==> src/rtl/anna_phase_pkg.sv <==
// -----------------------------------------------------------------------------
// anna_phase_pkg
//   Shared definitions for the phase sequencer receive side.
//   - phase_state_t : lock state machine encoding (UNLOCKED / SYNCING / LOCKED)
//   - ERR_CNT_W     : width of the saturating mismatch counter output
//   - ERR_CNT_MAX   : saturation ceiling of that counter
// -----------------------------------------------------------------------------
package anna_phase_pkg;

   typedef enum logic [1:0] {
      PH_UNLOCKED = 2'd0,
      PH_SYNCING  = 2'd1,
      PH_LOCKED   = 2'd2
   } phase_state_t;

   localparam int                    ERR_CNT_W   = 8;
   localparam logic [ERR_CNT_W-1:0]  ERR_CNT_MAX = '1;

endpackage

==> src/rtl/phase_seq_check.sv <==
// -----------------------------------------------------------------------------
// phase_seq_check
//   Combinational sequence checker. Computes the phase index that should follow
//   the previously sampled one and reports whether the current sample matches.
//   A registered source reset forces the expectation to phase 0. Wrap-around is
//   modulo STATE_COUNT, so non-power-of-two rotations wrap at STATE_COUNT-1.
//   Samples outside 0..STATE_COUNT-1 never match.
//
// Ports
//   prev_state  in   STATE_BITS  phase index sampled on the previous cycle
//   src_rst     in   1           counter reset seen on the previous cycle
//   state_in    in   STATE_BITS  phase index sampled this cycle
//   match       out  1           state_in is the legal successor
// -----------------------------------------------------------------------------
module phase_seq_check #(
   parameter int STATE_COUNT = 4,
   parameter int STATE_BITS  = $clog2(STATE_COUNT)
) (
   input  logic [STATE_BITS-1:0] prev_state,
   input  logic                  src_rst,
   input  logic [STATE_BITS-1:0] state_in,
   output logic                  match
);

   localparam logic [STATE_BITS:0] COUNT_W = (STATE_BITS+1)'(STATE_COUNT);

   logic [STATE_BITS:0]   incr;
   logic [STATE_BITS-1:0] expected;

   always_comb begin
      incr = {1'b0, prev_state} + (STATE_BITS+1)'(1);
      // One conditional subtract is enough: prev_state+1 <= 2**STATE_BITS,
      // which is always below 2*STATE_COUNT.
      if (incr >= COUNT_W) begin
         incr = incr - COUNT_W;
      end
      expected = src_rst ? '0 : incr[STATE_BITS-1:0];
      match    = (state_in == expected) && ({1'b0, state_in} < COUNT_W);
   end

endmodule

==> src/rtl/phase_tracker.sv <==
// -----------------------------------------------------------------------------
// phase_tracker
//   Receive side of the CPU phase sequencer. Samples the rolling phase index,
//   verifies the sequence 0,1,..,STATE_COUNT-1,0 and, once LOCK_CYCLES
//   consecutive correct steps have been seen, drives registered one-hot phase
//   enables. Every out-of-sequence step while locked drops lock and pulses
//   seq_err.
//
// Configuration macro
//   PHASE_ERR_COUNT_EN : when defined, err_count is a saturating (255) count of
//                        seq_err pulses, cleared only by reset. When undefined,
//                        err_count is tied to 0 and no counter exists.
//
// Ports
//   clk           in   1             clock, all logic on posedge
//   reset         in   1             synchronous, active-high
//   state_in      in   STATE_BITS    phase index from the counter
//   src_reset     in   1             counter's own reset (same cycle as counter)
//   phase_onehot  out  STATE_COUNT   bit k high => phase k active (locked only)
//   locked        out  1             sequence verified
//   seq_err       out  1             1-cycle pulse on mismatch while locked
//   rotation      out  1             1-cycle pulse: locked and last phase
//   err_count     out  8             saturating mismatch count
// -----------------------------------------------------------------------------
module phase_tracker
   import anna_phase_pkg::*;
#(
   parameter int STATE_COUNT = 4,
   parameter int STATE_BITS  = $clog2(STATE_COUNT),
   parameter int LOCK_CYCLES = 4
) (
   input  logic                   clk,
   input  logic                   reset,
   input  logic [STATE_BITS-1:0]  state_in,
   input  logic                   src_reset,
   output logic [STATE_COUNT-1:0] phase_onehot,
   output logic                   locked,
   output logic                   seq_err,
   output logic                   rotation,
   output logic [ERR_CNT_W-1:0]   err_count
);

   localparam int                    CNT_W       = $clog2(LOCK_CYCLES + 1);
   localparam logic [CNT_W-1:0]      LOCK_TARGET = CNT_W'(LOCK_CYCLES);
   localparam logic [STATE_BITS-1:0] LAST_PHASE  = STATE_BITS'(STATE_COUNT - 1);

   phase_state_t           state_q;
   phase_state_t           state_nxt;
   logic [STATE_BITS-1:0]  prev_q;
   logic                   src_rst_q;
   logic [CNT_W-1:0]       match_cnt;
   logic [CNT_W-1:0]       match_cnt_nxt;
   logic                   match;
   logic                   err_nxt;
   logic                   lock_nxt;
   logic [STATE_COUNT-1:0] onehot_nxt;

   phase_seq_check #(
      .STATE_COUNT (STATE_COUNT),
      .STATE_BITS  (STATE_BITS)
   ) u_seq_check (
      .prev_state (prev_q),
      .src_rst    (src_rst_q),
      .state_in   (state_in),
      .match      (match)
   );

   // Next-state decision. Outputs are decoded from the next state so that the
   // sample that completes the lock is already presented on the locking edge.
   always_comb begin
      state_nxt     = state_q;
      match_cnt_nxt = match_cnt;
      err_nxt       = 1'b0;
      unique case (state_q)
         PH_UNLOCKED: begin
            // First sample after reset only seeds prev_q; nothing to compare.
            state_nxt     = PH_SYNCING;
            match_cnt_nxt = '0;
         end
         PH_SYNCING: begin
            if (match) begin
               if (match_cnt + CNT_W'(1) == LOCK_TARGET) begin
                  state_nxt     = PH_LOCKED;
                  match_cnt_nxt = '0;
               end else begin
                  match_cnt_nxt = match_cnt + CNT_W'(1);
               end
            end else begin
               match_cnt_nxt = '0;
            end
         end
         PH_LOCKED: begin
            if (!match) begin
               state_nxt     = PH_SYNCING;
               match_cnt_nxt = '0;
               err_nxt       = 1'b1;
            end
         end
         default: begin
            state_nxt     = PH_UNLOCKED;
            match_cnt_nxt = '0;
         end
      endcase

      lock_nxt = (state_nxt == PH_LOCKED);
      for (int k = 0; k < STATE_COUNT; k++) begin
         onehot_nxt[k] = lock_nxt && (state_in == STATE_BITS'(k));
      end
   end

   // Registered FSM, sample history and outputs.
   always_ff @(posedge clk) begin
      if (reset) begin
         state_q      <= PH_UNLOCKED;
         prev_q       <= '0;
         src_rst_q    <= 1'b0;
         match_cnt    <= '0;
         phase_onehot <= '0;
         locked       <= 1'b0;
         seq_err      <= 1'b0;
         rotation     <= 1'b0;
      end else begin
         state_q      <= state_nxt;
         prev_q       <= state_in;
         src_rst_q    <= src_reset;
         match_cnt    <= match_cnt_nxt;
         phase_onehot <= onehot_nxt;
         locked       <= lock_nxt;
         seq_err      <= err_nxt;
         rotation     <= lock_nxt && (state_in == LAST_PHASE);
      end
   end

`ifdef PHASE_ERR_COUNT_EN
   function automatic logic [ERR_CNT_W-1:0] sat_inc(input logic [ERR_CNT_W-1:0] v);
      return (v == ERR_CNT_MAX) ? v : v + ERR_CNT_W'(1);
   endfunction

   logic [ERR_CNT_W-1:0] err_cnt_q;

   // Counts on the same edge that raises seq_err, so the count already
   // includes the pulse being presented.
   always_ff @(posedge clk) begin
      if (reset) begin
         err_cnt_q <= '0;
      end else if (err_nxt) begin
         err_cnt_q <= sat_inc(err_cnt_q);
      end
   end

   assign err_count = err_cnt_q;
`else
   assign err_count = '0;
`endif

endmodule
==> config.mk <==
export PLATFORM = sky130hd
export DESIGN_NAME = phase_tracker
export DESIGN_NICKNAME = d
export VERILOG_FILES = /design/src/rtl/anna_phase_pkg.sv /design/src/rtl/phase_seq_check.sv /design/src/rtl/phase_tracker.sv
export SDC_FILE = /design/constraint.sdc
export NUM_CORES = 1
export LEC_CHECK = 0
export ABC_AREA = 1
export CAP_MARGIN = 25
export CORE_MARGIN = 2
export CORE_UTILIZATION = 35
export CTS_BUF_LIST = sky130_fd_sc_hd__clkbuf_16
export CTS_CLUSTER_DIAMETER = 200
export DETAILED_ROUTE_END_ITERATION = 16
export HOLD_SLACK_MARGIN = 0.06
export PLACE_DENSITY_LB_ADDON = 0.3
export RECOVER_POWER = 50
export SETUP_SLACK_MARGIN = 0.15
export SLEW_MARGIN = 20
export SYNTH_ARGS = -nofsm -noshare
export SYNTH_HDL_FRONTEND = slang
export SYNTH_SLANG_ARGS = --single-unit
==> constraint.sdc <==
create_clock -name clk -period 1.3 [get_ports clk]
set_input_delay 0.26 -clock clk [delete_from_list [all_inputs] [get_ports clk]]
set_output_delay 0.26 -clock clk [all_outputs]
set_load 0.02 [all_outputs]
==> impl_metrics.env <==
export IMPL_status="finished, final reports clean"
export IMPL_cpLargestDelayFamily="flip-flops"
export IMPL_place_hpwl_um=954
export IMPL_fillers=196
export IMPL_synth_top_family_by_area="simple AND/OR/NAND/NOR gates"
export IMPL_finClkSkew_ns=0.00360
export IMPL_grt_max_degree=8
export IMPL_antenna_found_initial=0
export IMPL_clk_insertion_delay_late_ns=0.24
export IMPL_r2r_start="match_cnt[0]$_SDFFE_PP0P_"
export IMPL_critical_path_endpoint="match_cnt[2]$_SDFFE_PP0P_"
export IMPL_syn_area_um2=729
export IMPL_async_flop_share_pct=0
export IMPL_synth_compound_area_share_pct=6.69
export IMPL_clk_pin_slew_ns=0.04
export IMPL_dieArea_um2=2470
export IMPL_num_vias=577
export IMPL_period_share_pct=94.8
export IMPL_multi_input_area_um2=409
export IMPL_io_buffers=11
export IMPL_clk_path_buf_depth=2
export IMPL_muxShareOfSynthArea_pct=0
export IMPL_final_min_clock_period_ns=1.23
export IMPL_p_leak_nw=0.490
export IMPL_cts_tree="built"
export IMPL_worstSetupPathType="reg -> reg"
export IMPL_cpPeakStageDelay_ns=0.35
export IMPL_drtIter0Drc=4
export IMPL_worst_endpoint_arrival_ns=1.36
export IMPL_yosys_area_top_type="dfxtp_1"
export IMPL_htreeDepth=1
export IMPL_synth_edf_count=0
export IMPL_hold_viol_final=0
export IMPL_rsz0062_at_grt="true"
export IMPL_avgRoutedWirePerCell_um=9.53
export IMPL_crit_slowest_cell="dfxtp_4"
export IMPL_ys_seq_elements=14
export IMPL_die_x_um=49.7
export IMPL_yosysWarnings=0
export IMPL_fmax_mhz=811
export IMPL_vdd_drop_max_uv=579
export IMPL_worst_r2r_setup_slack_ns=0.07
export IMPL_drive_gt1_share_pct=45.0
export IMPL_first_global_vias=489
export IMPL_synthAdderAreaFrac_pct=3.43
export IMPL_nNetsFinal=120
export IMPL_fp_row_count=16
export IMPL_syn2layout_area_growth_pct=43.1
export IMPL_routed_wl_um=1320
export IMPL_start_util_pct=37.2
export IMPL_synth_top_cell_area_share_pct=38.4
export IMPL_seqCellArea_um2=293
export IMPL_setup_violations=0
export IMPL_drv_slew=0
export IMPL_cp_num_cells=6
export IMPL_syn_area_per_cell_um2=8.11
export IMPL_syn_inst=90
export IMPL_r2r_end="match_cnt[2]$_SDFFE_PP0P_"
export IMPL_startpoint_type="flip-flop"
export IMPL_drtAntennaViolNets=0
export IMPL_synthDistinctLibCells=24
export IMPL_seq_area_frac_synth_pct=38.4
export IMPL_fp_dieH_um=49.7
export IMPL_grtUsageTotal_pct=11.4
export IMPL_worstSetupEndpointType="flip-flop"
export IMPL_cts_sinks=14
export IMPL_root_buffer="clkbuf_16"
export IMPL_ys_flop_type="dfxtp_1"
export IMPL_routabilityCongestion=0.754
export IMPL_whs_ns=0.468
export IMPL_cap_violations=0
export IMPL_cts_hold_buffers=0
export IMPL_first_pass_iters=2
export IMPL_synth_xor_area_share_pct=1.20
export IMPL_crit_buf_inv=2
export IMPL_worstPathRequired_ns=1.43
export IMPL_layout_common_cells="10 x inv_1, 10 x dfxtp_1, 10 x buf_4"
export IMPL_powerDensity_nw_per_um2=1100
export IMPL_worst_slack_ns=0.0672
export IMPL_overflow=0
export IMPL_grt_pass1_wl_um=2040
export IMPL_drcViolationCount=0
export IMPL_crit_fanout=3
export IMPL_ys_top_cells_by_area="dfxtp_1 38%, buf_4 9.3%, inv_1 6.2%"
export IMPL_crit_path_frequent_cell="buf_4"
export IMPL_viasPerCell=4.18
export IMPL_critical_path_cell_chain="ha_4, xor2_2, buf_4, buf_4, a22oi_1, nor3_1"
export IMPL_hp_class="in -> reg"
export IMPL_synth_simple_area_share_pct=31.6
export IMPL_ff2ff_path_depth=6
export IMPL_cts_buffers=3
export IMPL_num_antenna_cells=0
export IMPL_setup_tns_ns=0
export IMPL_power_w=0.00115
export IMPL_place_ws_ns=-0.208
export IMPL_core_area_um2=1960
export IMPL_ios=20
export IMPL_startpoint="match_cnt[0]$_SDFFE_PP0P_"
worst min-delay path: stages:
cell           delay [ns]
dlygate4sd2_1        0.25
buf_4                0.12
nor3_2               0.03
sequential cells by signal, summed over array words and instances (netlist names):
register,cells
prev_q,2
phase_onehot,4
src_rst_q,1
locked,1
state_q,2
seq_err,1
match_cnt,3
worst min-delay path by stage:
stage	slack (ns)	end	start	depth (start not counted)
6_report	0.47	phase_onehot[2]$_SDFF_PP0_	state_in[0]	3
5_1_grt	0.49	phase_onehot[2]$_SDFF_PP0_	state_in[0]	3
4_1_cts	0.47	phase_onehot[2]$_SDFF_PP0_	state_in[0]	3
3_5_place_dp	0.49	match_cnt[1]$_SDFFE_PP0P_	match_cnt[1]$_SDFFE_PP0P_	2
3_3_place_gp	0.49	match_cnt[1]$_SDFFE_PP0P_	match_cnt[1]$_SDFFE_PP0P_	2
2_1_floorplan	0.33	phase_onehot[0]$_SDFF_PP0_	state_in[1]	1
synthesized netlist by cell type (2+ instances only):
master and n:
nand2_1 10, inv_2 4, ha_1 2, nor2_1 10
dfxtp_1 14, nand3_1 4, buf_4 9, nand3_2 3
o21ai_1 2, inv_1 12, a21oi_2 2, nor3_2 4
nor2_2 3
cells by family (layout without fill, tap and decap cells):
| group | count (synthesis) | count (layout) |
|---|---|---|
| simple gates | 39 | 39 |
| fa+ha+maj | 2 | 2 |
| other cells | 1 | 8 |
| compound gates | 7 | 7 |
| buf+inv | 26 | 40 |
| xor+xnor | 1 | 1 |
| flops | 14 | 14 |
metrics by stage:
step / instances / utilization [%] / instance area (um^2)
4_1_cts: 137 / 50.3 / 987
2_1_floorplan: 97 / - / 778
5_1_grt: 138 / 53.2 / 1040
3_3_place_gp: 132 / 46.0 / 902
3_5_place_dp: 132 / 46.0 / 902
6_report: 138 / 53.2 / 1040
metal layers:
layer,up-vias,wire (um),global-route usage [%]
met2,17,641,17.3
met4,0,38,9.72
met3,4,47,2.73
li1,302,-,-
met5,-,0,0
met1,254,587,13.4
layout make-up:
cell class / count / area share [%]
multi-input cells: 57 / 39.2
flip-flops and latches: 14 / 28.1
repair buffers: 21 / 16.5
clock buffers: 3 / 7.19
inverters: 16 / 5.76
well taps: 27 / 3.24
repair_timing:
action	in CTS	in global routing
gates resized for setup	13	20
pin swaps	7	14
endpoints found under the setup margin	18	14
gates cloned	0	0
buffers inserted	2	1
report_power, final:
group / switching, W / leakage, nW / internal [W] / total [W]
clock: 0.000161 / 0.0370 / 0.000401 / 0.000562
combinational: 0.0000897 / 0.337 / 0.0000512 / 0.000141
sequential: 0.0000102 / 0.116 / 0.000436 / 0.000446
Note: power is estimated with default switching activity, not from simulation.
